### config.mk
export PLATFORM = sky130hd
export DESIGN_NAME = prog_loader
export DESIGN_NICKNAME = d
export VERILOG_FILES = /design/src/rtl/mips_pkg.sv /design/src/rtl/prog_loader_packer.sv /design/src/rtl/prog_loader.sv
export SDC_FILE = /design/constraint.sdc
export NUM_CORES = 1
export LEC_CHECK = 0
export BUFFER_PORTS_ARGS = -buffer_cell sky130_fd_sc_hd__buf_2
export CAP_MARGIN = 20
export CORE_MARGIN = 1.5
export CORE_UTILIZATION = 29
export CTS_BUF_LIST = sky130_fd_sc_hd__clkbuf_8
export CTS_CLUSTER_SIZE = 40
export DETAILED_ROUTE_END_ITERATION = 8
export GPL_TIMING_DRIVEN = 0
export PLACE_DENSITY = 0.49
export SETUP_SLACK_MARGIN = 0.4
export SLEW_MARGIN = 20
export SYNTH_ARGS = -nofsm -noshare
export SYNTH_HDL_FRONTEND = slang
export SYNTH_SLANG_ARGS = --single-unit
### constraint.sdc
create_clock -name clk -period 3.1 [get_ports clk]
set_clock_uncertainty 0.1 [all_clocks]
set_input_delay 0.465 -clock clk [delete_from_list [all_inputs] [get_ports clk]]
set_output_delay 0.465 -clock clk [all_outputs]
set_load 0.03 [all_outputs]
### src/rtl/mips_pkg.sv
// rtl/mips_pkg.sv - shared loader state encoding and default address width
package mips_pkg;

    localparam int ADDR_W_DEFAULT = 8;

    typedef enum logic [2:0] {
        IDLE,
        RECV,
        WRITE,
        CHECK,
        FINISH
    } ld_state_t;

endpackage

### src/rtl/prog_loader_packer.sv
// rtl/prog_loader_packer.sv - big-endian byte-to-word packer with XOR checksum accumulator
//
// Ports:
//   clk, rst      clock, asynchronous active-low reset
//   clear         restart packing: byte position and accumulator cleared
//   byte_en       accept byte_in this cycle
//   byte_in       payload byte
//   word_next     packed word including byte_in (valid when last_byte)
//   acc           XOR of all data bytes accepted since clear
//   last_byte     byte_en on the fourth byte of a word
module prog_loader_packer (
    input  logic        clk,
    input  logic        rst,
    input  logic        clear,
    input  logic        byte_en,
    input  logic [7:0]  byte_in,
    output logic [31:0] word_next,
    output logic [7:0]  acc,
    output logic        last_byte
);

    // Only the three earlier bytes are stored; the fourth arrives on byte_in.
    logic [23:0] word_q;
    logic [1:0]  byte_cnt_q;
    logic [7:0]  acc_q;

    assign word_next = {word_q, byte_in};
    assign acc       = acc_q;
    assign last_byte = byte_en && (byte_cnt_q == 2'd3);

    always_ff @(posedge clk or negedge rst) begin
        if (!rst) begin
            word_q     <= '0;
            byte_cnt_q <= '0;
            acc_q      <= '0;
        end else if (clear) begin
            byte_cnt_q <= '0;
            acc_q      <= '0;
        end else if (byte_en) begin
            word_q     <= {word_q[15:0], byte_in};
            byte_cnt_q <= byte_cnt_q + 2'd1;
            acc_q      <= acc_q ^ byte_in;
        end
    end

endmodule

### src/rtl/prog_loader.sv
// rtl/prog_loader.sv - byte-stream instruction memory loader with XOR checksum and CPU hold
//
// Ports:
//   clk, rst                 clock, asynchronous active-low reset
//   start, word_count        begin a load of word_count words (0 = 2^ADDR_W)
//   in_valid/in_data/in_ready byte-stream input handshake
//   mem_we/mem_addr/mem_wdata instruction memory write port
//   cpu_hold                 holds the CPU in clear until a clean load completes
//   busy, done, err          load status; err is sticky checksum mismatch
module prog_loader
    import mips_pkg::*;
#(
    parameter int ADDR_W = ADDR_W_DEFAULT
) (
    input  logic              clk,
    input  logic              rst,
    input  logic              start,
    input  logic [ADDR_W-1:0] word_count,
    input  logic              in_valid,
    input  logic [7:0]        in_data,
    output logic              in_ready,
    output logic              mem_we,
    output logic [ADDR_W-1:0] mem_addr,
    output logic [31:0]       mem_wdata,
    output logic              cpu_hold,
    output logic              busy,
    output logic              done,
    output logic              err
);

    ld_state_t         state_q, state_d;
    logic [ADDR_W-1:0] idx_q;
    logic [ADDR_W-1:0] last_idx_q;
    logic              err_q;
    logic              hold_q;
    logic [ADDR_W-1:0] addr_q;
    logic [31:0]       wdata_q;

    logic        accept;
    logic        load_start;
    logic [31:0] pk_word_next;
    logic [7:0]  pk_acc;
    logic        pk_last;

    assign in_ready   = (state_q == RECV) || (state_q == CHECK);
    assign accept     = in_valid && in_ready;
    assign load_start = (state_q == IDLE) && start;

    assign mem_we    = (state_q == WRITE);
    assign mem_addr  = addr_q;
    assign mem_wdata = wdata_q;
    assign busy      = (state_q != IDLE);
    assign done      = (state_q == FINISH);
    assign err       = err_q;
    assign cpu_hold  = hold_q;

    prog_loader_packer u_packer (
        .clk       (clk),
        .rst       (rst),
        .clear     (load_start),
        .byte_en   (accept && (state_q == RECV)),
        .byte_in   (in_data),
        .word_next (pk_word_next),
        .acc       (pk_acc),
        .last_byte (pk_last)
    );

    always_comb begin
        state_d = state_q;
        case (state_q)
            IDLE:    if (start)   state_d = RECV;
            RECV:    if (pk_last) state_d = WRITE;
            WRITE:   state_d = (idx_q == last_idx_q) ? CHECK : RECV;
            CHECK:   if (accept)  state_d = FINISH;
            FINISH:  state_d = IDLE;
            default: state_d = IDLE;
        endcase
    end

    always_ff @(posedge clk or negedge rst) begin
        if (!rst) begin
            state_q    <= IDLE;
            idx_q      <= '0;
            last_idx_q <= '0;
            err_q      <= 1'b0;
            hold_q     <= 1'b1;
            addr_q     <= '0;
            wdata_q    <= '0;
        end else begin
            state_q <= state_d;
            if (load_start) begin
                // count-1 wraps a count of 0 to the all-ones index, i.e. 2^ADDR_W words.
                last_idx_q <= word_count - 1'b1;
                idx_q      <= '0;
                err_q      <= 1'b0;
                hold_q     <= 1'b1;
            end
            // Capture the write so address/data stay stable outside WRITE.
            if (pk_last) begin
                addr_q  <= idx_q;
                wdata_q <= pk_word_next;
            end
            if (state_q == WRITE && idx_q != last_idx_q) begin
                idx_q <= idx_q + 1'b1;
            end
            if (state_q == CHECK && accept && in_data != pk_acc) begin
                err_q <= 1'b1;
            end
            if (state_q == FINISH) begin
                hold_q <= err_q;
            end
        end
    end

endmodule
== After elaboration in Yosys (flattened, before gate mapping) ==
Cells that the tools add are included.

* Input port bits: 20
* Logic and storage cells: 57
* Register bits: 95
* Output and inout port bits: 46

* Bitwise logic cells: 2
* $add $sub $neg: 3
* Reductions and logical operators: 16
* Equal/unequal tests: 11
* Muxes and demuxes: 15

{| class="wikitable"
|+ Operators by type and width
! cell !! number
|-
| 8-bit 2-to-1 mux || 4
|-
| 8-bit != test || 2
|-
| 3-bit case mux with 4 select lines || 1
|-
| 3-bit 2-to-1 mux || 3
|-
| 8-bit by 1-bit adder with 8-bit output (second input constant) || 1
|-
| 8-bit == test || 1
|-
| 2-bit nonzero test || 4
|-
| 8-bit by 1-bit subtractor with 8-bit output (second input constant) || 1
|-
| 8-bit bitwise XOR || 1
|-
| 1-bit logical AND || 7
|-
| 3-bit by 2-bit == test with 1-bit output (second input constant) || 2
|-
| 2-bit 2-to-1 mux || 3
|-
| 2-bit != test (second input constant) || 3
|-
| 1-bit 2-to-1 mux || 4
|-
| 3-bit by 1-bit == test with 1-bit output (second input constant) || 1
|-
| 3-bit == test (second input constant) || 1
|-
| 3-bit logical NOT || 1
|-
| 3-bit AND reduction || 1
|-
| 3-bit nonzero test || 1
|-
| 2-bit by 1-bit adder with 2-bit output (second input constant) || 1
|-
| 2-bit == test (second input constant) || 1
|-
| 2-bit AND reduction || 1
|-
| 1-bit logical OR || 1
|-
| 1-bit NOT || 1
|}

== Depth between registers and ports, before layout ==
* Depth after elaboration: 7
* Gate-level depth with buffers: 7
* Gate-level depth less buffers: 6

== Modules after synthesis ==
A second synthesis with hierarchy kept.

* Cell total of the unflattened synthesis: 321
* Area, all modules: 4292.9 µm²

{| class="wikitable"
|+ Modules (own cells, without submodules)
! module !! area each (µm²) !! instances !! cells each
|-
| prog_loader || 2745.1 || 1 || 218
|-
| prog_loader_packer || 1547.7 || 1 || 103
|}

== Worst setup path before layout ==
No wires, ideal clock.

* Path kind: reg2out
* Start point: register state_q[0]
* End point: output done
* Data required time: 2.535 ns
* Path slack: 1.188 ns
* Stages on the path, launching flop included: 3
* Arrival: 1.347 ns
* Cells stage by stage: dfrtp_1 buf_4 nor3b_1

* Cells in the longest elaborated chain, start to end: 1

{| class="wikitable"
|+ Ends and longest elaborated chain
! item !! RTL line !! text
|-
| from (decl) || prog_loader.sv:31 || <nowiki>ld_state_t state_q, state_d;</nowiki>
|-
| from (signal assigned) || prog_loader.sv:90 || <nowiki>state_q <= state_d;</nowiki>
|-
| 3-bit == test || prog_loader.sv:53 || <nowiki>assign done = (state_q == FINISH);</nowiki>
|-
| to (decl) || prog_loader.sv:27 || <nowiki>output logic done,</nowiki>
|}

Every way passes these cells.

== Worst setup path after layout ==
* Start point: register state_q[2]
* End point: output done

The elaborated chain is that of the path after synthesis.

==> impl_results.md <==
- Critical path startpoint category: flop
- Static leakage: 0.002638 uW
- Area fraction of the dominant cell type after synthesis: 0.5585
- Die area: 15250 sq um
- Num Clock Sinks: 95
- Final setup fails: 0
- Synthesized flop and latch total: 95
- Rel. slew slack: 0.6696
- Final TNS setup: 0 ps
- # fillers: 1404
- Period utilisation layout: 0.6916
- Area Overhead vs Synth: 18.81%
- RSZ-0062 raised after global routing: no
- Crit path DAT: 1580 ps
- Core area: 14040 sq um
- TritonCTS clock tree: built
- DR DRC count: 0
- Multi-input logic area: 1708 sq um
- Routed Antenna Nets: 0
- WL final: 8770 microns
- MaxCap Viol Count: 0
- Top post-synthesis cells by area: dfrtp_1 56%, mux2_4 14%, nand2_1 8.4%, xnor2_1 4.2%, o21ai_0 3.4%
- Input/output buffers: 65
- Commonest cells in the netlist: 94 x dfrtp_1, 94 x nand2_1, 39 x mux2_4, 29 x o21ai_0, 20 x xnor2_1
- Largest net degree at the start of global routing: 59
- Post-Layout Inst Area: 5004 sq um
- Total GRT Usage: 0.1240
- Clock root cell: clkbuf_8
- Vias per cell: 4.436
- Achievable frequency: 466.4 MHz
- First-pass GRT wire length: 14520 microns
- Register area: 2379 sq um
- Critical-path cell list: nor3b_1, buf_2
- Most used DFF post-synth: dfrtp_1
- Clk pin slew, worst setup/hold paths: 100 ps
- Post-route setup slack: 955.9 ps
- Yosys warns: 0
- Grt total ovfl: 0
- Worst r2r path cells: 7
- Crit Path Max Fanout: 7
- Worst slew pin tran: 495.6 ps
- WP data required: 2530 ps
- Crit path time final: 2144 ps
- FFs w/ async S/R, synth: 1.000
- Vias in the first global route: 2752
- Chip height: 123.5 microns
- Die X: 123.5 microns
- R2r setup slk: 1150 ps
- Seq/Total Area, Yosys: 0.5648
- Final nets: 469
- Post-synth EDFFs: 0
- I/O pins: 66
- Crit path buffers/inverters: 1
- Vias: 2799
- DR pass1 iterations: 5
- Antenna cell count: 0
- Slew Limit Fails: 0
- HP Class: primary input to flop
- R2R Path End: u_packer.acc[6]
- Worst Setup SP: state_q[2]
- Post-Syn Nets: 391
- Worst setup path category: flop to output pin
- Area leader, netlist: dfrtp_1
- RePlAce Congestion: 0.7648
- Post-CTS Setup Repair Bufs: 0
- Synthesized instance count: 368
- Final Hold Fails: 0
- Mapped Avg Cell Area: 11.44 sq um
- Outcome: completed
- DR iter-0 viols: 181
- Delay-heaviest family, CP: flip-flops
- Worst Setup EP: done
- Avg WL per Cell: 13.90 microns
- Row cnt: 43
- Initial antenna violation count: 0
- Cell Area, Placed: 4796 sq um
- Worst VDD drop: 0.2438 mV
- Pwr/cell area: 897.0 nW/um^2
- Clock tree buffer depth: 2
- WP depth: 2
- Setup WS pre-CTS: 1137 ps
- Share of post-route cells with drive strength above 1: 0.3082
- Worst path max stage delay: 520 ps
- CTS buffer count: 9
- Crit path max-delay cell type: dfrtp_1
- CP Capture Type: output pin
- Synthesized area: 4212 sq um
- R2R Path Start: state_q[0]
- Initial Utilization: 0.2999
- Worst skew pair latency: 370 ps
- Netlist cell types: 42
- HPWL after detailed placement: 6303 microns
- H-tree Lvls: 3
==> worst min path at each step <==
stage               depth (start not counted)                 from             endpoint
global route                                2        word_count[0]        last_idx_q[0]
floorplan                                   0                  rst                  err
finish                                      2        word_count[0]        last_idx_q[0]
global placement                            2  u_packer.word_q[21]  u_packer.word_q[21]
detailed placement                          1                  rst        mem_wdata[25]
CTS                                         2        word_count[0]        last_idx_q[0]
==> kinds of logic after synthesis <==
family | synth area share
flops | 0.5648
xor+xnor | 0.04575
compound gates | 0.06120
buf+inv | 0.02970
fa+ha+maj | 0.008914
simple gates | 0.1456
mux | 0.1441
==> sequential cells by signal (all words and copies together) (netlist names) <==
register	cells
u_packer.word_q	24
state_q	3
err	1
u_packer.byte_cnt_q	2
mem_wdata	32
last_idx_q	8
mem_addr	8
idx_q	8
u_packer.acc	8
cpu_hold	1
==> what timing repair did <==
item	4_1_cts	5_1_grt
hold buffers	1	0
hold endpoints to repair	37	0
gates resized for setup	0	0
==> per-stage QoR <==
stage               instances  hold slack (ps)  total power (uW)    util
floorplan                 368            69.41              3199       -
CTS                       631            210.2              4552  0.3563
global route              631            233.2              4821  0.3563
detailed placement        614            296.4              3708  0.3415
finish                    631            220.0              4488  0.3563
global placement          613            361.5              3663  0.3391
==> area by class of cell <==
cell class                 instances  share of cell area
clock buffer                       9             0.02476
timing repair buffer              67             0.07377
multi-input combinational        251              0.3413
inverter                           6            0.004501
buffer                            16             0.02051
tap                              180             0.04501
clock inverter                     7             0.01475
sequential                        95              0.4754
==> cells in the final DEF (no fill, tap or decap), types with 3 or more instances in the layout <==
master and count:
buf_2 67, nor2_1 18, nand2_1 94, inv_1 7, clkbuf_1 6, clkinv_4 3, nor3_1 4, mux2_4 39
clkbuf_8 9, o21ai_0 29, ha_1 3, nand2b_1 3, nand3_1 5, buf_6 5, nand4_1 4, dfrtp_1 94
xnor2_1 20, a21oi_1 5
==> routing by layer <==
layer  wire (microns)  GRT usage
met1             4535     0.1868
met2             3733     0.1719
met3              386    0.02952
met4              115    0.04310
met5                0          0
==> where the power goes <==
group	switching (uW)	internal, uW	leakage [uW]	total [uW]
logic	989	671	0.00129	1660
clock network	456	376	0.000105	833
registers	313	1680	0.00125	2000
(Power assumes the default switching activity.)
